<file path="src/rtl/dram_stream_reader_if.sv">
// DRAM read port plus outgoing pixel stream for dram_stream_reader.
// master: the reader (drives address/strobe and stream data/valid).
// slave:  the DRAM + consumer side (drives read data and ready).
interface dram_stream_reader_if #(
  parameter int unsigned ADDR_WIDTH = 16,
  parameter int unsigned DATA_WIDTH = 8
);
  logic [ADDR_WIDTH-1:0] mem_addr;
  logic                  mem_read;
  logic [DATA_WIDTH-1:0] mem_dout;
  logic [DATA_WIDTH-1:0] m_data;
  logic                  m_valid;
  logic                  m_ready;

  modport master (
    output mem_addr, mem_read, m_data, m_valid,
    input  mem_dout, m_ready
  );

  modport slave (
    input  mem_addr, mem_read, m_data, m_valid,
    output mem_dout, m_ready
  );
endinterface

</file>
<file path="src/rtl/dram_stream_reader.sv">
// Sequential DRAM read initiator feeding a valid/ready pixel stream.
// Issues single-byte reads, absorbs the one-cycle DRAM latency and buffers
// returning bytes in a 2-entry skid FIFO. Reads are only issued when a FIFO
// slot is guaranteed, so backpressure never drops data.
// Optional build macro STRIDE_EN adds a 'stride' port (address increment per
// read); without it the increment is fixed at 1.
module dram_stream_reader #(
  parameter int unsigned ADDR_WIDTH = 16,
  parameter int unsigned DATA_WIDTH = 8,
  parameter int unsigned LEN_WIDTH  = 17
) (
  input  logic                  clk,
  input  logic                  rst,
  input  logic                  start,
  input  logic [ADDR_WIDTH-1:0] base_addr,
  input  logic [LEN_WIDTH-1:0]  length,
`ifdef STRIDE_EN
  input  logic [ADDR_WIDTH-1:0] stride,
`endif
  output logic                  busy,
  output logic                  done,
  dram_stream_reader_if.master  bus
);

  typedef enum logic [1:0] {StIdle, StRun, StDone} state_e;

  state_e                state_q, state_d;
  logic [ADDR_WIDTH-1:0] addr_cnt_q, addr_cnt_d;
  logic [LEN_WIDTH-1:0]  issue_left_q, issue_left_d;
  logic [LEN_WIDTH-1:0]  out_left_q, out_left_d;
  logic                  inflight_q, inflight_d;
  logic                  busy_q, busy_d;
  logic                  done_q, done_d;
  logic [DATA_WIDTH-1:0] fifo_q [2];
  logic [DATA_WIDTH-1:0] fifo_d [2];
  logic                  rd_ptr_q, rd_ptr_d;
  logic                  wr_ptr_q, wr_ptr_d;
  logic [1:0]            count_q, count_d;
  logic [ADDR_WIDTH-1:0] incr;
  logic                  pop, push, rd;
  logic [2:0]            credit;

`ifdef STRIDE_EN
  logic [ADDR_WIDTH-1:0] stride_q, stride_d;
  assign incr = stride_q;
`else
  assign incr = {{(ADDR_WIDTH-1){1'b0}}, 1'b1};
`endif

  assign pop    = (count_q != 2'd0) & bus.m_ready;
  assign push   = inflight_q;
  // Slots already claimed (buffered + in flight) after this cycle's pop.
  assign credit = {1'b0, count_q} + {2'b00, inflight_q} - {2'b00, pop};
  assign rd     = (state_q == StRun) && (issue_left_q != '0) && (credit < 3'd2);

  assign bus.mem_read = rd;
  assign bus.mem_addr = addr_cnt_q;
  assign bus.m_valid  = (count_q != 2'd0);
  assign bus.m_data   = fifo_q[rd_ptr_q];
  assign busy         = busy_q;
  assign done         = done_q;

  // Next-state: read issue, FIFO push/pop and transfer FSM.
  always_comb begin
    state_d      = state_q;
    addr_cnt_d   = addr_cnt_q;
    issue_left_d = issue_left_q;
    out_left_d   = out_left_q;
    busy_d       = busy_q;
    done_d       = done_q;
    fifo_d       = fifo_q;
    rd_ptr_d     = rd_ptr_q;
    wr_ptr_d     = wr_ptr_q;
    count_d      = count_q + {1'b0, push} - {1'b0, pop};
    inflight_d   = rd;
`ifdef STRIDE_EN
    stride_d     = stride_q;
`endif

    if (rd) begin
      addr_cnt_d   = addr_cnt_q + incr;
      issue_left_d = issue_left_q - LEN_WIDTH'(1);
    end
    if (push) begin
      fifo_d[wr_ptr_q] = bus.mem_dout;
      wr_ptr_d         = ~wr_ptr_q;
    end
    if (pop) begin
      rd_ptr_d   = ~rd_ptr_q;
      out_left_d = out_left_q - LEN_WIDTH'(1);
    end

    unique case (state_q)
      StIdle: begin
        if (start) begin
          addr_cnt_d   = base_addr;
          issue_left_d = length;
          out_left_d   = length;
`ifdef STRIDE_EN
          stride_d     = stride;
`endif
          if (length == '0) begin
            state_d = StDone;
            done_d  = 1'b1;
          end else begin
            state_d = StRun;
            busy_d  = 1'b1;
          end
        end
      end
      StRun: begin
        if (pop && (out_left_q == LEN_WIDTH'(1))) begin
          state_d = StDone;
          busy_d  = 1'b0;
          done_d  = 1'b1;
        end
      end
      StDone: begin
        state_d = StIdle;
        done_d  = 1'b0;
      end
      default: begin
        state_d = StIdle;
        busy_d  = 1'b0;
        done_d  = 1'b0;
      end
    endcase
  end

  // State registers; reset flushes the FIFO and drops any in-flight read.
  always_ff @(posedge clk) begin
    if (rst) begin
      state_q      <= StIdle;
      addr_cnt_q   <= '0;
      issue_left_q <= '0;
      out_left_q   <= '0;
      inflight_q   <= 1'b0;
      busy_q       <= 1'b0;
      done_q       <= 1'b0;
      fifo_q[0]    <= '0;
      fifo_q[1]    <= '0;
      rd_ptr_q     <= 1'b0;
      wr_ptr_q     <= 1'b0;
      count_q      <= 2'd0;
`ifdef STRIDE_EN
      stride_q     <= '0;
`endif
    end else begin
      state_q      <= state_d;
      addr_cnt_q   <= addr_cnt_d;
      issue_left_q <= issue_left_d;
      out_left_q   <= out_left_d;
      inflight_q   <= inflight_d;
      busy_q       <= busy_d;
      done_q       <= done_d;
      fifo_q       <= fifo_d;
      rd_ptr_q     <= rd_ptr_d;
      wr_ptr_q     <= wr_ptr_d;
      count_q      <= count_d;
`ifdef STRIDE_EN
      stride_q     <= stride_d;
`endif
    end
  end

endmodule
</file>
<file path="src/flat_wrapper.sv">
// flat-port wrapper written by rule: the top's interface ports become plain ports
module dram_stream_reader_flat 
#(
  parameter int unsigned ADDR_WIDTH = 16,
  parameter int unsigned DATA_WIDTH = 8,
  parameter int unsigned LEN_WIDTH  = 17
)
  (clk, rst, start, base_addr, length, busy, done, bus_mem_addr, bus_mem_read, bus_m_data, bus_m_valid, bus_mem_dout, bus_m_ready);
  dram_stream_reader_if #(.ADDR_WIDTH(ADDR_WIDTH), .DATA_WIDTH(DATA_WIDTH)) bus_i ();
  input  logic clk;
  input  logic rst;
  input  logic start;
  input  logic [ADDR_WIDTH-1:0] base_addr;
  input  logic [LEN_WIDTH-1:0] length;
  output logic busy;
  output logic done;
  output wire logic [$bits(bus_i.mem_addr)-1:0] bus_mem_addr;
  output wire logic [$bits(bus_i.mem_read)-1:0] bus_mem_read;
  output wire logic [$bits(bus_i.m_data)-1:0] bus_m_data;
  output wire logic [$bits(bus_i.m_valid)-1:0] bus_m_valid;
  input wire logic [$bits(bus_i.mem_dout)-1:0] bus_mem_dout;
  input wire logic [$bits(bus_i.m_ready)-1:0] bus_m_ready;
  assign bus_mem_addr = bus_i.mem_addr;
  assign bus_mem_read = bus_i.mem_read;
  assign bus_m_data = bus_i.m_data;
  assign bus_m_valid = bus_i.m_valid;
  assign bus_i.mem_dout = bus_mem_dout;
  assign bus_i.m_ready = bus_m_ready;
  dram_stream_reader #(.ADDR_WIDTH(ADDR_WIDTH), .DATA_WIDTH(DATA_WIDTH), .LEN_WIDTH(LEN_WIDTH)) u_core (.clk(clk), .rst(rst), .start(start), .base_addr(base_addr), .length(length), .busy(busy), .done(done), .bus(bus_i));
endmodule
</file>
<file path="config.mk">
export PLATFORM = sky130hd
export DESIGN_NAME = dram_stream_reader_flat
export DESIGN_NICKNAME = d
export VERILOG_FILES = /design/src/rtl/dram_stream_reader_if.sv /design/src/rtl/dram_stream_reader.sv /design/src/flat_wrapper.sv
export SDC_FILE = /design/constraint.sdc
export NUM_CORES = 1
export LEC_CHECK = 0
export CAP_MARGIN = 5
export CORE_MARGIN = 8
export CORE_UTILIZATION = 25
export DETAILED_ROUTE_END_ITERATION = 12
export HOLD_SLACK_MARGIN = 0.1
export MAX_ROUTING_LAYER = met4
export PLACE_DENSITY = 0.53
export SLEW_MARGIN = 20
export SYNTH_ARGS = -nofsm -noshare
export SYNTH_HDL_FRONTEND = slang
export SYNTH_SLANG_ARGS = --single-unit
</file>
<file path="constraint.sdc">
create_clock -name clk -period 3.9 [get_ports clk]
set_input_delay 0.78 -clock clk [delete_from_list [all_inputs] [get_ports clk]]
set_output_delay 0.78 -clock clk [all_outputs]
set_load 0.02 [all_outputs]
</file>
[Word level (Yosys, flattened, before mapping)]
Index checks and enable logic that the tools add are counted.
Storage, ports and cells
  register bits: 75
  latch bits: 0
  bits in writable memories: 0
  bits in read-only memories: 0
  input port bits: 45
  output and inout bits: 28
  memories: 0
Cells by class
  $add $sub $neg: 7
  $mul: 0
  div/mod/pow operators: 0
  magnitude comparators: 4
  equal/unequal tests: 7
  shift-type cells: 0
  mux-type cells: 27
  bitwise logic cells: 6
  reduce and logical (&&, ||, !) cells: 11
Operators by type and width (number)
  17-bit 2-to-1 mux: 6
  16-bit 2-to-1 mux: 3
  17-bit by 1-bit subtractor with 17-bit output (second input constant): 2
  8-bit 2-to-1 mux: 4
  17-bit by 1-bit equality test with 1-bit output (second input constant): 1
  17-bit logical NOT: 1
  17-bit nonzero test: 1
  16-bit by 1-bit adder with 16-bit output (second input constant): 1
  16-bit bitwise mux: 1
  8-bit demux with 1-bit select: 1
  1-bit 2-to-1 mux: 6
  2-bit 2-to-1 mux: 3
  2-bit inequality test (second input constant): 3
  2-bit greater-or-equal comparator (second input constant): 2
  1-bit logical AND: 4
  1-bit NOT with 2-bit output: 2
  2-bit one-hot mux with 2 select lines: 1
  4-bit AND reduction: 1
  2-bit by 1-bit adder with 3-bit output: 1
  3-bit by 2-bit less-than comparator with 1-bit output (second input constant): 1
  1-bit NOT: 3
  1-bit one-hot mux with 3 select lines: 1
  3-bit AND reduction: 1
  3-bit by 1-bit subtractor with 3-bit output: 1
  11 further kinds: 11

[Longest topological paths before layout]
Gate-level depths: netlist of the first run.
  word-level depth: 8
  depth in mapped cells: 11

[Least setup slack after synthesis of the first run]
Ideal clock, no wire load.
  path type: in2out
  from: input port bus_m_ready
  to: output port bus_mem_read
  arrival time: 2.660 ns
  required time: 3.120 ns
  path slack: 0.460 ns
  stages: 9
  path buffers: 1
  cells stage by stage: o21a_1 buf_4 nand2b_1 nand2_1 ha_1 fa_1 nor3b_4 nand2_1 nor2_2
Between the ends
  cells in the longest elaborated chain, start to end: 4
RTL lines
  from (decl): line flat_wrapper.sv:22  | input wire logic [$bits(bus_i.m_ready)-1:0] bus_m_ready;
  1-bit bitwise AND: line dram_stream_reader.sv:50  | assign pop = (count_q != 2'd0) & bus.m_ready;
  3-bit by 1-bit subtractor with 3-bit output: line dram_stream_reader.sv:53  | assign credit = {1'b0, count_q} + {2'b00, inflight_q} - {2'b00, pop};
  3-bit by 2-bit less-than comparator with 1-bit output: line dram_stream_reader.sv:54  | assign rd = (state_q == StRun) && (issue_left_q != '0) && (credit < 3'd2);
  1-bit logical AND: line dram_stream_reader.sv:54
  to (decl): line flat_wrapper.sv:18  | output wire logic [$bits(bus_i.mem_read)-1:0] bus_mem_read;
No other way between the ends.

[Final worst setup path of the first run]
Ends and elaborated chain as after synthesis.

==> flow_metrics.env, run 1 <==
export IMPL_ff2ff_path_depth=12
export IMPL_synth_main_ff_cell="dfxtp_1"
export IMPL_required_ps=3120
export IMPL_fp_dieH_um=137
export IMPL_antennaDiodeCount=0
export IMPL_numPlacedInstances=686
export IMPL_cts_htree_levels=3
export IMPL_setup_violations=0
export IMPL_met3WireLength_um=557
export IMPL_crit_type="input pin to output port"
export IMPL_p_per_area_nw_per_um2=529
export IMPL_critPathArrivalTime_ps=2860
export IMPL_vias=3366
export IMPL_drt_iter0_drc=129
export IMPL_cts_root_buf="clkbuf_16"
export IMPL_synth_area_leaders="dfxtp_1, xnor2_1, a21oi_1, nand2_1, o21ai_0"
export IMPL_p_leak_uw=0.00169
export IMPL_drt_vias_per_instance=4.79
export IMPL_crit_top_cell="nand2_1"
export IMPL_path_max_fanout=2
export IMPL_critPathCaptureType="output port"
export IMPL_synth_seq_cells=75
export IMPL_avgSynthCellArea_sq_um=8.40
export IMPL_synth_fp_nets=491
export IMPL_final_nets=565
export IMPL_hold_path_cell_count=2
export IMPL_clkLatencyLatePin_ps=340
export IMPL_crit_chain="clkdlybuf4s50_1 -> o21a_1 -> nand2b_1 -> nand2_1 -> ha_1 -> fa_1 -> nor3b_4 -> nand2_1 -> nor2_2 -> clkbuf_2"
export IMPL_drv_cap=0
export IMPL_fp_dieW_um=137
export IMPL_grt_overflow=0
export IMPL_finalCritPeriodShare=0.932
export IMPL_wl_met2_um=4830
export IMPL_synth_top_cell_area_share=0.407
export IMPL_hold_start="u_core.fifo_q[5]"
export IMPL_routed_top_layer="met4"
export IMPL_die_area_sq_um=18900
export IMPL_ant_nets=0
export IMPL_synth_edf_count=0
export IMPL_grt_pass1_wl_um=17200
export IMPL_grt_start_max_net_pins=66
export IMPL_cts_resized=1
export IMPL_firstDrtPassIters=4
export IMPL_cts_buffers=9
export IMPL_cts_tree="yes"
export IMPL_rsz0062_at_grt="no"
export IMPL_core_area_sq_um=14500
export IMPL_crit_path_start_kind="input pin"
export IMPL_dp_final_hpwl_um=7610
export IMPL_critPathSlowestCell="clkdlybuf4s50_1"
export IMPL_io_pin_count=73
export IMPL_start_util=0.255
export IMPL_reg2reg_from="u_core.count_q[1]"
export IMPL_final_max_slew_violation_count=0
export IMPL_ys_types=45
export IMPL_grt_use_total=0.119
export IMPL_std_cell_rows=44
export IMPL_fmax_ghz=0.275
export IMPL_syn_area_sq_um=3690
export IMPL_cts_setup_buffers=0
export IMPL_regToRegSetupSlack_ps=930
export IMPL_status="complete, no violations"
export IMPL_whs_ps=451
export IMPL_min_period_ps=3640
export IMPL_grt_pass1_vias=3402
export IMPL_tightestPinTransition_ps=714
export IMPL_yosysSeqAreaShare=0.407
export IMPL_synth_top_area_cell="dfxtp_1"
export IMPL_hold_class="flop to flop"
export IMPL_drive_gt1_frac=0.0946
export IMPL_drt_wl_total_um=10500
export IMPL_slowest_delay_ps=490
export IMPL_hold_viol_final=0
export IMPL_drc_errors=0
export IMPL_clk_pin_slew_worst_paths_ps=60
export IMPL_cts_hold_buf=0
export IMPL_ir_worst_vdd_mv=0.256
export IMPL_grt_antenna_before_repair=0
export IMPL_clockBufferDepth=2
export IMPL_wl_per_cell_um=15.0
export IMPL_numClockSinks=75
export IMPL_instances_no_fill=702
export IMPL_cp_startpoint="bus_m_ready"
export IMPL_ys_warn_count=0
export IMPL_synthToLayoutAreaGrowth_pct=35.1
export IMPL_max_slew_margin_rel=0.524
export IMPL_port_buffers=72
export IMPL_clock_skew_ps=10.0
export IMPL_wl_met1_um=5010
export IMPL_gp_congestion=0.826
export IMPL_netlist_instances=439
export IMPL_tns_ps=0
export IMPL_async_flop_share=0
==> report_power, final <==
group          internal, uW  switching, uW  total [uW]
clock                   614            326         941
sequential              862            105         967
combinational           350            379         729
==> metal layers <==
metal,GRT usage,vias up
li1,-,1712
met1,0.146,1571
met2,0.185,74
met3,0.0361,9
met4,0.0332,0
met5,-,-
==> state kept, by name (all words and copies together), names as in the netlist <==
register / flops
u_core.issue_left_q: 17
u_core.out_left_q: 17
u_core.bus.mem_addr: 16
u_core.fifo_q: 16
u_core.count_q: 2
u_core.state_q: 2
u_core.busy: 1
u_core.done: 1
u_core.inflight_q: 1
u_core.rd_ptr_q: 1
u_core.wr_ptr_q: 1
==> critical path: cells and delay by family <==
family	cells	cell delay [ps]
buffers and inverters	2	680
AOI/OAI and AO/OA	1	150
adders and majority gates	2	630
and+or+nand+nor	5	610
==> layout make-up <==
type                    instances  area, sq um
fillers                      1520         9500
inverters                      10         37.5
well taps                     184          230
clock buffers                  13          270
repair buffers                 84          818
flip-flops and latches         75         1500
clock inverters                 3         68.8
multi-input cells             333         2050
==> logic make-up (layout without fill, tap and decap cells) <==
logic type / after synthesis / after routing / synth area share
AND/OR/NAND/NOR: 171 / 171 / 0.249
AO/OA/AOI/OAI: 102 / 102 / 0.148
flip-flops: 75 / 75 / 0.407
XOR/XNOR: 41 / 41 / 0.0995
buffers and inverters: 31 / 110 / 0.0353
multiplexers: 12 / 12 / 0.0356
adder cells (fa/ha/maj): 7 / 7 / 0.0258
==> per-stage QoR <==
stage	util	cell area [sq um]	total power (uW)	setup slack, ps
after CTS	0.344	4980	2670	49.7
final	0.344	4980	2640	263
after global routing	0.344	4980	2780	92.7
after global placement	0.321	4650	1710	-164
after floorplan	-	3690	1420	460
after detailed placement	0.321	4650	1720	-199
==> cells in the mapped netlist (2+ instances only) <==
library cell,instances
a211oi_1,4
nor4b_1,4
mux2i_1,3
xor2_1,5
nor4b_2,2
nand4_1,6
buf_2,2
nand3_1,13
nand2_1,51
and4_1,2
a21oi_1,57
o22ai_1,3
o21ai_0,30
nand2b_1,6
inv_1,10
clkbuf_1,17
nor2_1,18
mux2_2,9
nor4_1,18
nor3b_1,3
dfxtp_1,75
and3_1,6
a31oi_1,2
xnor2_1,35
ha_1,6
or2_2,5
nor2b_1,3
nor3_1,20
or3_1,8
==> cell usage in the layout, fill, tap and decap left out, types with 4 or more instances in the layout <==
cell type         n
nor3_1           20
and3_1            6
nor2_1           18
nand4_1           6
o21ai_0          30
or2_2             5
a21oi_1          57
nor4b_1           4
nand3_1          13
ha_1              6
nor4_1           18
dfxtp_1          75
inv_1            10
xor2_1            5
buf_4            11
a211oi_1          4
clkbuf_16         9
mux2_2            9
nand2_1          51
xnor2_1          35
nand2b_1          6
clkdlybuf4s50_1  71
or3_1             8
==> path summary, 6_finish.rpt <==
path	to
worst max-delay path	bus_mem_read
worst min-delay path	u_core.fifo_q[5]
worst max register to register	u_core.bus.mem_addr[4]
worst min register to register	u_core.fifo_q[5]
Power figures use the tool's default switching activity.
==> run 2: changes to the inputs <==
REMOVE_ABC_BUFFERS = 1   (was default)
==> run 2 against run 1 <==
Clock power is 9.1% lower. Largest cell class unchanged. First-iteration DRC count is 3.1% higher. Die area stayed put. Global-route usage is 0.14 points lower. Sequential cell count stayed put. Register-to-register slack hardly changed.
==> flow_metrics.env, run 2 (synthesis gave the netlist of run 1 again) <==
export IMPL_clockBufferDepth=2
export IMPL_cts_htree_levels=3
export IMPL_ant_nets=0
export IMPL_numClockSinks=75
export IMPL_hold_viol_final=0
export IMPL_cts_hold_buf=0
export IMPL_power_uw=2550
export IMPL_status="complete, no violations"
export IMPL_clock_skew_ps=9.78
export IMPL_reg2reg_from="u_core.count_q[1]"
export IMPL_clk_pin_slew_worst_paths_ps=50
export IMPL_gp_congestion=0.800
export IMPL_drt_wl_total_um=10500
export IMPL_min_period_ps=3630
export IMPL_hold_path_cell_count=2
export IMPL_grt_overflow=0
export IMPL_hold_class="flop to flop"
export IMPL_crit_type="input pin to output port"
export IMPL_cts_buffers=9
export IMPL_tightestPinTransition_ps=704
export IMPL_cp_startpoint="bus_m_ready"
export IMPL_drt_iter0_drc=133
export IMPL_wl_per_cell_um=14.9
export IMPL_cts_tree="yes"
export IMPL_grt_start_max_net_pins=51
export IMPL_required_ps=3120
export IMPL_port_buffers=72
export IMPL_critPathCaptureType="output port"
export IMPL_ir_worst_vdd_mv=0.254
export IMPL_ff2ff_path_depth=12
export IMPL_antennaDiodeCount=0
export IMPL_min_to="u_core.fifo_q[13]"
export IMPL_regArea_sq_um=1500
export IMPL_grt_antenna_before_repair=0
export IMPL_hold_start="u_core.fifo_q[13]"
export IMPL_r2r_end="u_core.bus.mem_addr[4]"
export IMPL_synthToLayoutAreaGrowth_pct=34.5
export IMPL_firstDrtPassIters=4
export IMPL_vias=3413
export IMPL_cts_root_buf="clkbuf_16"
export IMPL_std_cell_rows=44
export IMPL_die_area_sq_um=18900
export IMPL_rsz0062_at_grt="no"
export IMPL_grt_use_total=0.117
export IMPL_final_nets=565
export IMPL_post_route_util=0.342
export IMPL_finalCritPeriodShare=0.931
export IMPL_max_slew_margin_rel=0.530
export IMPL_drt_vias_per_instance=4.86
export IMPL_fill_cells=1515
export IMPL_fp_dieW_um=137
export IMPL_grt_pass1_wl_um=17000
export IMPL_top_regs="u_core.issue_left_q: 17 flops, u_core.out_left_q: 17 flops"
export IMPL_setup_violations=0
export IMPL_core_area_sq_um=14500
export IMPL_multiInputGateArea_sq_um=2050
export IMPL_final_max_slew_violation_count=0
export IMPL_p_leak_uw=0.00168
export IMPL_final_common_cell="dfxtp_1"
export IMPL_final_cell_mix="dfxtp_1, clkdlybuf4s50_1, a21oi_1"
export IMPL_fp_dieH_um=137
export IMPL_p_per_area_nw_per_um2=514
export IMPL_dp_final_hpwl_um=7730
export IMPL_io_pin_count=73
export IMPL_start_util=0.255
export IMPL_regToRegSetupSlack_ps=920
export IMPL_path_max_fanout=2
export IMPL_drive_gt1_frac=0.0965
export IMPL_drc_errors=0
export IMPL_clkLatencyLatePin_ps=330
export IMPL_drv_cap=0
export IMPL_grt_pass1_vias=3381
export IMPL_critPathArrivalTime_ps=2850
export IMPL_fmax_ghz=0.275
export IMPL_crit_path_start_kind="input pin"
[run 2: cell types whose count changed in the layout (fill, tap and decap cells not counted), sizes merged]
cell,change
bufinv,-1
clkbuf,-1
clkinv,+1
clkinvlp,+1
[run 2: per-stage QoR]
step | hold slack [ps] | TNS (ps) | setup WS, ps | cell area [sq um] | instances
floorplan | 427 | 0 | 452 | 3590 | 418
global placement | 439 | -158 | -158 | 4650 | 686
finish | 451 | 0 | 270 | 4960 | 702
detailed placement | 444 | -151 | -151 | 4650 | 686
CTS | 452 | 0 | 72.7 | 4960 | 702
global route | 477 | 0 | 121 | 4960 | 702
[run 2: timing repair]
action / in CTS / in global routing
pin swaps: 0 / 0
endpoints found under the setup margin: 1 / 1
resized for setup: 1 / 2
buffers inserted: 0 / 0
[run 2: final cells by class]
class | count | area share
timing repair buffer | 84 | 0.165
tap | 184 | 0.0465
clock buffer | 12 | 0.0538
clock inverter | 4 | 0.00959
multi-input combinational | 333 | 0.415
sequential | 75 | 0.303
inverter | 10 | 0.00757
[run 2: report_power, final]
part / total [uW] / switching, uW / leakage (uW) / internal (uW)
registers: 968 / 106 / 0.000617 / 862
logic: 724 / 374 / 0.000905 / 350
clock network: 855 / 310 / 0.000155 / 545
total: 2550 / 790 / 0.00168 / 1760
[run 2: metal layers]
metal / global-route usage / vias to the layer above / wire length, um
li1: - / 1702 / -
met3: 0.0226 / 11 / 426
met4: 0.0537 / 0 / 110
met1: 0.143 / 1630 / 4850
met2: 0.184 / 70 / 5070
met5: - / - / 0
[run 2: worst max-delay path: stages]
cell and delay [ps]:
clkdlybuf4s50_1 480, o21a_1 140, nand2b_1 70, nand2_1 70, ha_1 170, fa_1 470
nor3b_4 200, nand2_1 110, nor2_2 160, clkbuf_2 190
[run 2: worst max path at each step]
| stage | to | cells after the start | slack, ps |
|---|---|---|---|
| after floorplan | bus_mem_read | 8 | 450 |
| after global placement | bus_mem_read | 10 | -160 |
| after detailed placement | bus_mem_read | 10 | -150 |
| after CTS | bus_mem_read | 10 | 70 |
| after global routing | bus_mem_read | 10 | 120 |
| final | bus_mem_read | 10 | 270 |
